[src/rtl/cu_edge_data_write_control_pkg.sv]
// Shared types, sizes and helpers for the CU edge-data write path.
package cu_edge_data_write_control_pkg;

  localparam int DATA_SIZE_WRITE               = 4;
  localparam int DATA_SIZE_WRITE_BITS          = 32;
  localparam int DATA_SIZE_WRITE_LOG2          = 2;
  localparam int EDGE_SIZE_BITS                = 32;
  localparam int CU_ID_BITS                    = 8;
  localparam int CACHELINE_DATA_WRITE_NUM      = 32;
  localparam int CACHELINE_DATA_WRITE_NUM_HF   = 16;
  localparam int CACHELINE_DATA_WRITE_NUM_BITS = 5;
  localparam int HALF_LINE_BITS                = 512;

  typedef enum logic [1:0] {
    CMD_NONE = 2'd0,
    WRITE_NA = 2'd1
  } command_type_t;

  typedef enum logic [1:0] {
    WR_IDLE  = 2'd0,
    WR_ISSUE = 2'd1,
    WR_STALL = 2'd2
  } write_state_t;

  typedef struct packed {
    logic                            valid;
    logic [CU_ID_BITS-1:0]           cu_id;
    logic [EDGE_SIZE_BITS-1:0]       index;
    logic [DATA_SIZE_WRITE_BITS-1:0] data;
  } EdgeDataWrite;

  typedef struct packed {
    logic alfull;
  } BufferStatus;

  typedef struct packed {
    logic                                     valid;
    command_type_t                            command;
    logic [63:0]                              address;
    logic [7:0]                               size;
    logic [CU_ID_BITS-1:0]                    cu_id;
    logic [CACHELINE_DATA_WRITE_NUM_BITS-1:0] cacheline_offest;
    logic [63:0]                              address_offest;
  } CommandBufferLine;

  typedef struct packed {
    logic                      valid;
    CommandBufferLine          cmd;
    logic [HALF_LINE_BITS-1:0] data;
  } ReadWriteDataLine;

  function automatic logic [DATA_SIZE_WRITE_BITS-1:0] swap_endianness_data_write(
    input logic [DATA_SIZE_WRITE_BITS-1:0] d
  );
    return {d[7:0], d[15:8], d[23:16], d[31:24]};
  endfunction

endpackage

[src/rtl/cu_edge_data_write_control_fifo.sv]
// Synchronous FIFO buffering accepted write elements ahead of the issue FSM.
module fifo_edge_data_write #(
  parameter int WIDTH = 72,
  parameter int DEPTH = 8
) (
  input  logic             clock,
  input  logic             rstn,
  input  logic             push,
  input  logic [WIDTH-1:0] push_data,
  input  logic             pop,
  output logic [WIDTH-1:0] pop_data,
  output logic             full,
  output logic             empty
);

  localparam int AW = $clog2(DEPTH);

  logic [WIDTH-1:0] mem_r [DEPTH];
  logic [AW-1:0]    wr_ptr_r;
  logic [AW-1:0]    rd_ptr_r;
  logic [AW:0]      count_r;
  logic             do_push_s;
  logic             do_pop_s;

  assign full      = (count_r == (AW+1)'(DEPTH));
  assign empty     = (count_r == (AW+1)'(0));
  assign do_push_s = push && !full;
  assign do_pop_s  = pop && !empty;
  assign pop_data  = mem_r[rd_ptr_r];

  // Storage array; contents are don't-care until written.
  always_ff @(posedge clock) begin
    if (do_push_s) begin
      mem_r[wr_ptr_r] <= push_data;
    end
  end

  // Pointers and occupancy.
  always_ff @(posedge clock) begin
    if (!rstn) begin
      wr_ptr_r <= '0;
      rd_ptr_r <= '0;
      count_r  <= '0;
    end else begin
      if (do_push_s) wr_ptr_r <= wr_ptr_r + AW'(1);
      if (do_pop_s)  rd_ptr_r <= rd_ptr_r + AW'(1);
      case ({do_push_s, do_pop_s})
        2'b10:   count_r <= count_r + (AW+1)'(1);
        2'b01:   count_r <= count_r - (AW+1)'(1);
        default: count_r <= count_r;
      endcase
    end
  end

endmodule

[src/rtl/cu_edge_data_write_control.sv]
// Builds CAPI partial-line write commands and half-line data from CU write elements.
// Optional `CU_WRITE_SWAP_ENDIAN_EN byte-swaps each value before placement.
module cu_edge_data_write_control
  import cu_edge_data_write_control_pkg::*;
#(
  parameter logic [CU_ID_BITS-1:0] CU_ID      = 8'd1,
  parameter int                    FIFO_DEPTH = 8
) (
  input  logic             clock,
  input  logic             rstn,
  input  logic             enabled_in,
  input  logic [63:0]      array_base_in,
  input  EdgeDataWrite     edge_data_write_in,
  output logic             edge_data_write_ready_out,
  input  BufferStatus      write_buffer_status_in,
  output CommandBufferLine write_command_out,
  output ReadWriteDataLine write_data_0_out,
  output ReadWriteDataLine write_data_1_out,
  output logic [31:0]      write_count_out
);

  localparam int PAYLOAD_W = CU_ID_BITS + EDGE_SIZE_BITS + DATA_SIZE_WRITE_BITS;

  logic                                     enabled_r;
  write_state_t                             state_r, state_s;
  logic                                     push_s, pop_s, fifo_full_s, fifo_empty_s, alfull_s;
  logic [PAYLOAD_W-1:0]                     fifo_rd_data_s;
  logic                                     pop_valid_r, a_valid_r;
  logic [CU_ID_BITS-1:0]                    pop_cu_r, a_cu_r;
  logic [EDGE_SIZE_BITS-1:0]                pop_index_r, a_index_r;
  logic [DATA_SIZE_WRITE_BITS-1:0]          pop_data_r, a_data_r, value_s;
  logic [63:0]                              addr_s, a_addr_r;
  logic [CACHELINE_DATA_WRITE_NUM_BITS-1:0] slot_s, a_slot_r;
  logic [CACHELINE_DATA_WRITE_NUM_BITS-2:0] half_slot_s;
  CommandBufferLine                         cmd_s;
  ReadWriteDataLine                         data0_s, data1_s;
  logic [31:0]                              count_r;

  assign alfull_s                  = write_buffer_status_in.alfull;
  assign edge_data_write_ready_out = enabled_r && !fifo_full_s;
  assign push_s                    = edge_data_write_in.valid && edge_data_write_ready_out;
  assign write_count_out           = count_r;

  fifo_edge_data_write #(.WIDTH(PAYLOAD_W), .DEPTH(FIFO_DEPTH)) u_fifo (
    .clock     (clock),
    .rstn      (rstn),
    .push      (push_s),
    .push_data ({edge_data_write_in.cu_id, edge_data_write_in.index, edge_data_write_in.data}),
    .pop       (pop_s),
    .pop_data  (fifo_rd_data_s),
    .full      (fifo_full_s),
    .empty     (fifo_empty_s)
  );

  // Enable and FSM state registers.
  always_ff @(posedge clock) begin
    if (!rstn) begin
      enabled_r <= 1'b0;
      state_r   <= WR_IDLE;
    end else begin
      enabled_r <= enabled_in;
      state_r   <= state_s;
    end
  end

  // Next state and pop; IDLE pops on its way into ISSUE so the first element is not delayed.
  always_comb begin
    state_s = state_r;
    pop_s   = 1'b0;
    if (enabled_r) begin
      case (state_r)
        WR_IDLE: begin
          if (!fifo_empty_s && !alfull_s) begin
            state_s = WR_ISSUE;
            pop_s   = 1'b1;
          end else begin
            state_s = WR_IDLE;
          end
        end
        WR_ISSUE: begin
          if (alfull_s) begin
            state_s = WR_STALL;
          end else if (fifo_empty_s) begin
            state_s = WR_IDLE;
          end else begin
            state_s = WR_ISSUE;
            pop_s   = 1'b1;
          end
        end
        WR_STALL: begin
          if (!alfull_s) state_s = WR_ISSUE;
          else           state_s = WR_STALL;
        end
        default: state_s = WR_IDLE;
      endcase
    end else begin
      state_s = state_r;
    end
  end

  assign addr_s      = array_base_in + ({32'd0, pop_index_r} << DATA_SIZE_WRITE_LOG2);
  assign slot_s      = CACHELINE_DATA_WRITE_NUM_BITS'(addr_s[6:0] >> DATA_SIZE_WRITE_LOG2);
  assign half_slot_s = a_slot_r[CACHELINE_DATA_WRITE_NUM_BITS-2:0];

`ifdef CU_WRITE_SWAP_ENDIAN_EN
  assign value_s = swap_endianness_data_write(a_data_r);
`else
  assign value_s = a_data_r;
`endif

  // Command and half-line assembly from stage A.
  always_comb begin
    cmd_s   = '0;
    data0_s = '0;
    data1_s = '0;
    if (a_valid_r) begin
      cmd_s.valid            = 1'b1;
      cmd_s.command          = WRITE_NA;
      cmd_s.address          = a_addr_r;
      cmd_s.size             = 8'(DATA_SIZE_WRITE);
      cmd_s.cu_id            = (a_cu_r == 8'd0) ? CU_ID : a_cu_r;
      cmd_s.cacheline_offest = a_slot_r;
      cmd_s.address_offest   = {32'd0, a_index_r};
      data0_s.valid          = 1'b1;
      data0_s.cmd            = cmd_s;
      data1_s.valid          = 1'b1;
      data1_s.cmd            = cmd_s;
      if (a_slot_r < 5'(CACHELINE_DATA_WRITE_NUM_HF)) begin
        data0_s.data[int'(half_slot_s)*DATA_SIZE_WRITE_BITS +: DATA_SIZE_WRITE_BITS] = value_s;
      end else begin
        data1_s.data[int'(half_slot_s)*DATA_SIZE_WRITE_BITS +: DATA_SIZE_WRITE_BITS] = value_s;
      end
    end else begin
      cmd_s   = '0;
      data0_s = '0;
      data1_s = '0;
    end
  end

  // Pop stage, stage A and output stage; frozen (outputs cleared) while disabled.
  always_ff @(posedge clock) begin
    if (!rstn) begin
      pop_valid_r       <= 1'b0;
      pop_cu_r          <= '0;
      pop_index_r       <= '0;
      pop_data_r        <= '0;
      a_valid_r         <= 1'b0;
      a_addr_r          <= '0;
      a_slot_r          <= '0;
      a_cu_r            <= '0;
      a_index_r         <= '0;
      a_data_r          <= '0;
      write_command_out <= '0;
      write_data_0_out  <= '0;
      write_data_1_out  <= '0;
      count_r           <= 32'd0;
    end else if (enabled_r) begin
      pop_valid_r                           <= pop_s;
      {pop_cu_r, pop_index_r, pop_data_r}   <= fifo_rd_data_s;
      a_valid_r                             <= pop_valid_r;
      a_addr_r                              <= addr_s;
      a_slot_r                              <= slot_s;
      a_cu_r                                <= pop_cu_r;
      a_index_r                             <= pop_index_r;
      a_data_r                              <= pop_data_r;
      write_command_out                     <= cmd_s;
      write_data_0_out                      <= data0_s;
      write_data_1_out                      <= data1_s;
      if (a_valid_r && (count_r != 32'hFFFF_FFFF)) count_r <= count_r + 32'd1;
    end else begin
      write_command_out <= '0;
      write_data_0_out  <= '0;
      write_data_1_out  <= '0;
    end
  end

endmodule

[config.mk]
export PLATFORM = sky130hd
export DESIGN_NAME = cu_edge_data_write_control
export DESIGN_NICKNAME = d
export VERILOG_FILES = /design/src/rtl/cu_edge_data_write_control_pkg.sv /design/src/rtl/cu_edge_data_write_control_fifo.sv /design/src/rtl/cu_edge_data_write_control.sv
export SDC_FILE = /design/constraint.sdc
export NUM_CORES = 2
export LEC_CHECK = 0
export CORE_AREA = 4 4 646 648
export DETAILED_ROUTE_END_ITERATION = 10
export DIE_AREA = 0 0 650 652
export GPL_TIMING_DRIVEN = 0
export HOLD_SLACK_MARGIN = 0.03
export PLACE_DENSITY = 0.36
export SLEW_MARGIN = 5
export SYNTH_ARGS = -nofsm -noshare
export SYNTH_HDL_FRONTEND = slang
export SYNTH_SLANG_ARGS = --single-unit
[constraint.sdc]
create_clock -name clock -period 10.2 [get_ports clock]
set_input_delay 2.04 -clock clock [delete_from_list [all_inputs] [get_ports clock]]
set_output_delay 2.04 -clock clock [all_outputs]
set_load 0.005 [all_outputs]
==> flow_summary.yaml <==
run_status:
  status: "finished clean"
synthesis:
  synth_edf_count: 576
  yosysSeqAreaShare_pct: 68.8
  synth_async_sr_flop_share_pct: 0
  yosysMostFrequentCell: "dfxtp_1"
  netlist.top_cell.by_area: "dfxtp_1"
  synth_cells: 5113
  synth_top_cells_by_area: "dfxtp_1 42%, edfxtp_1 26%, nor2_1 5.2%"
  synthTopCellsByCount: "1,384 x dfxtp_1, 898 x nor2_1, 576 x edfxtp_1"
  ys_seq_elements: 1960
  synth_warnings: 0
  avgSynthCellArea_um2: 12.8
  synth_ff_type: "dfxtp_1"
  synth_top_cell_area_share_pct: 42.4
  netlist-cell-type-count: 78
  syn-cell-area_um2: 65400
clock_tree:
  numClockSinks: 1960
  cts_resized: 0
  h-tree-depth: 4
  clk_pin_slew_ps: 60
  clock_latency_ps: 930
  cts_buffers: 229
  hold_buffers: 0
  clockBufferDepth: 4
  postCtsSetupBuffers: 0
  cts-root-buf: "clkbuf_16"
  cts_tree: "built"
power:
  p_clk_share_pct: 49.2
  p_sw_mw: 3.98
  pwr-share-seq_pct: 47.4
  total_power_mw: 17.2
  ir_worst_vdd_v: 0.000154
  p_per_area_nw_per_um2: 178
  combPwrFrac_pct: 3.4
  internal_power_mw: 13.2
  leakage_nw: 33.3
  swShare_pct: 23.1
setup_path:
  worst_ep_arrival_time_ps: 6110
  slowest_delay_ps: 690
  crit_type: "in -> reg"
  cp_max_fo: 10
  critPathMostFrequentCell: "a211oi_1"
  worstPathRequired_ps: 10890
  ff2ff_setup_slack_ps: 5440
  slowest_stage: "a211oi_1"
  path_cells: "clkdlybuf4s50_1, ha_1, inv_1, fa_1, nor2b_1, o2111ai_1, a211oi_1, o21ai_1, nand4_1, clkbuf_1, nand3_1, xor2_1, a211oi_1"
  r2r-start: "a_addr_r[2]$_SDFFE_PN0P_"
  worst_setup_path_end_kind: "flip-flop"
  r2r_end: "write_data_1_out[51]$_SDFF_PP0_"
  ff2ff_path_depth: 9
  critical_path.endpoint: "a_addr_r[40]$_SDFFE_PN0P_"
  worstSetupStartpointType: "input pin"
  setup.worst_path.start: "array_base_in[2]"
sta:
  worst_clock_skew_ps: 102
  setup_viol: 0
  rsz0062_at_grt: "false"
  tightest_slew_ps: 1350
  timing.final.crit_share_pct: 53.1
  timing.fmax_mhz: 185
  relSlewSlack_pct: 9.80
  layout_setup_ws_ps: 4780
  whs_ps: 445
  slew_viol_final: 0
  setup_tns_ps: 0
  min_period_ps: 5420
  hold_viol_final: 0
detailed_routing:
  drtPass1Iterations: 6
  vias_per_cell: 3.65
  vias: 46489
  routedWlPerCell_um: 29.8
  wirelength_mm: 380
  drt_iter0_drc: 3283
  drc: 0
  postRouteAntennaNets: 0
finish:
  drive_gt1_share_pct: 13.8
  final_util_pct: 23.5
  finalNetCount: 7240
  area_delta_synth_final_pct: 48.0
floorplanning:
  ios: 1656
  row_count: 236
  dieArea_um2: 424000
  die_y_um: 652
  die_x_um: 650
  core_um2: 412000
  start_util_pct: 15.9
placement:
  port_buffers: 1533
  dpl.hpwl_mm: 306
  gp_congestion: 0.850
  place_ws_ps: 3880
global_routing:
  grt_usage_pct: 17.2
  overflow: 0
  grt_pass1_vias: 46707
  grt_pass1_wl_mm: 485
  grt_max_degree: 21
  antenna_found_initial: 106
min_path:
  holdPathStages: 1
  hp-class: "reg -> reg"
flow_run:
  maxCapViolCount: 0
[metrics by stage]
step                instance area (µm²)  cells
floorplan                         65800   5232
global placement                  88000  12239
detailed placement                89000  12300
CTS                               96700  12723
global route                      96700  12727
finish                            96800  12754
[critical path: cells and delay by family]
family | cells | cell delay, ps
buffers and inverters | 3 | 1140
adders and majority gates | 2 | 690
xor gates and xnor gates | 1 | 310
AOI/OAI and AO/OA | 4 | 1380
and+or+nand+nor | 3 | 530
[registers in the layout, indices dropped and copies added, names as in the netlist, 3 cells and up]
signal	flops
a_addr_r	64
pop_data_r	32
u_fifo.rd_ptr_r	3
a_cu_r	8
write_data_1_out	616
a_data_r	32
u_fifo.wr_ptr_r	3
u_fifo.count_r	4
pop_index_r	32
pop_cu_r	8
write_data_0_out	512
u_fifo.mem_r	576
write_count_out	32
a_index_r	32
[metal layers]
| metal | track usage (%) | share of wire [%] | routed length, µm | up-vias |
|---|---|---|---|---|
| met5 | 0 | 0.042 | 159 | - |
| met4 | 4.01 | 2.6 | 9960 | 26 |
| met3 | 4.29 | 7.2 | 27300 | 450 |
| met2 | 30.6 | 50 | 190000 | 1736 |
| met1 | 20.7 | 40 | 152000 | 23477 |
| li1 | - | - | - | 20800 |
[cell families (layout without fill, tap and decap cells)]
kind of cell	after synthesis	in the layout	synth area share, %
AOI/OAI and AO/OA	295	295	3.02
xor gates and xnor gates	67	67	0.898
adders and majority gates	42	42	0.827
buffers and inverters	663	2680	6.03
DFF	1960	1960	68.8
muxes	313	313	7.55
other	1	151	0.00574
and+or+nand+nor	1772	1772	12.8
[how the worst min path moves through the flow]
| stage | end | slack, ps | from |
|---|---|---|---|
| after floorplan | write_data_1_out[607]$_SDFF_PN0_ | 420 | a_addr_r[10]$_SDFFE_PN0P_ |
| after global placement | write_data_1_out[607]$_SDFF_PN0_ | 430 | a_addr_r[10]$_SDFFE_PN0P_ |
| after detailed placement | write_data_1_out[607]$_SDFF_PN0_ | 430 | a_addr_r[10]$_SDFFE_PN0P_ |
| after CTS | a_addr_r[38]$_SDFFE_PN0P_ | 450 | a_addr_r[38]$_SDFFE_PN0P_ |
| after global routing | write_data_1_out[607]$_SDFF_PN0_ | 450 | a_addr_r[10]$_SDFFE_PN0P_ |
| final | write_data_1_out[536]$_SDFF_PN0_ | 450 | a_index_r[24]$_SDFFE_PN0P_ |
[power by group through the flow]
stage / combinational (mW) / sequential, mW / clock, mW
after floorplan: 0.322 / 8.26 / 0
after global placement: 0.572 / 8.32 / 0
after detailed placement: 0.589 / 8.31 / 0
after CTS: 0.591 / 8.14 / 8.73
after global routing: 0.636 / 8.14 / 9.01
final: 0.585 / 8.14 / 8.46
[cells in the final DEF, fill, tap and decap left out, types with 28 or more instances in the layout]
cell type,instances
a211oi_1,87
xnor2_1,37
diode_2,31
xor2_1,30
a21oi_1,61
nand4_1,28
inv_1,29
edfxtp_1,576
nand3_1,52
buf_1,33
and2_1,491
nand2_1,179
clkbuf_16,229
ha_1,40
nor2_1,890
mux4_2,144
clkinv_2,51
clkbuf_1,262
mux2i_1,168
dfxtp_1,1379
o21ai_0,42
conb_1,120
buf_4,375
clkdlybuf4s50_1,1533
clkbuf_8,42
[cell type report]
type / count / area [µm²]
fillers: 43794 / 315000
flip-flops and latches: 1960 / 45000
multi-input cells: 2609 / 17000
repair buffers: 1594 / 16200
well taps: 5474 / 6850
clock buffers: 311 / 6410
plain buffers: 634 / 3840
clock inverters: 112 / 1290
inverters: 29 / 109
diodes: 31 / 77.6
(Power assumes the default switching activity.)
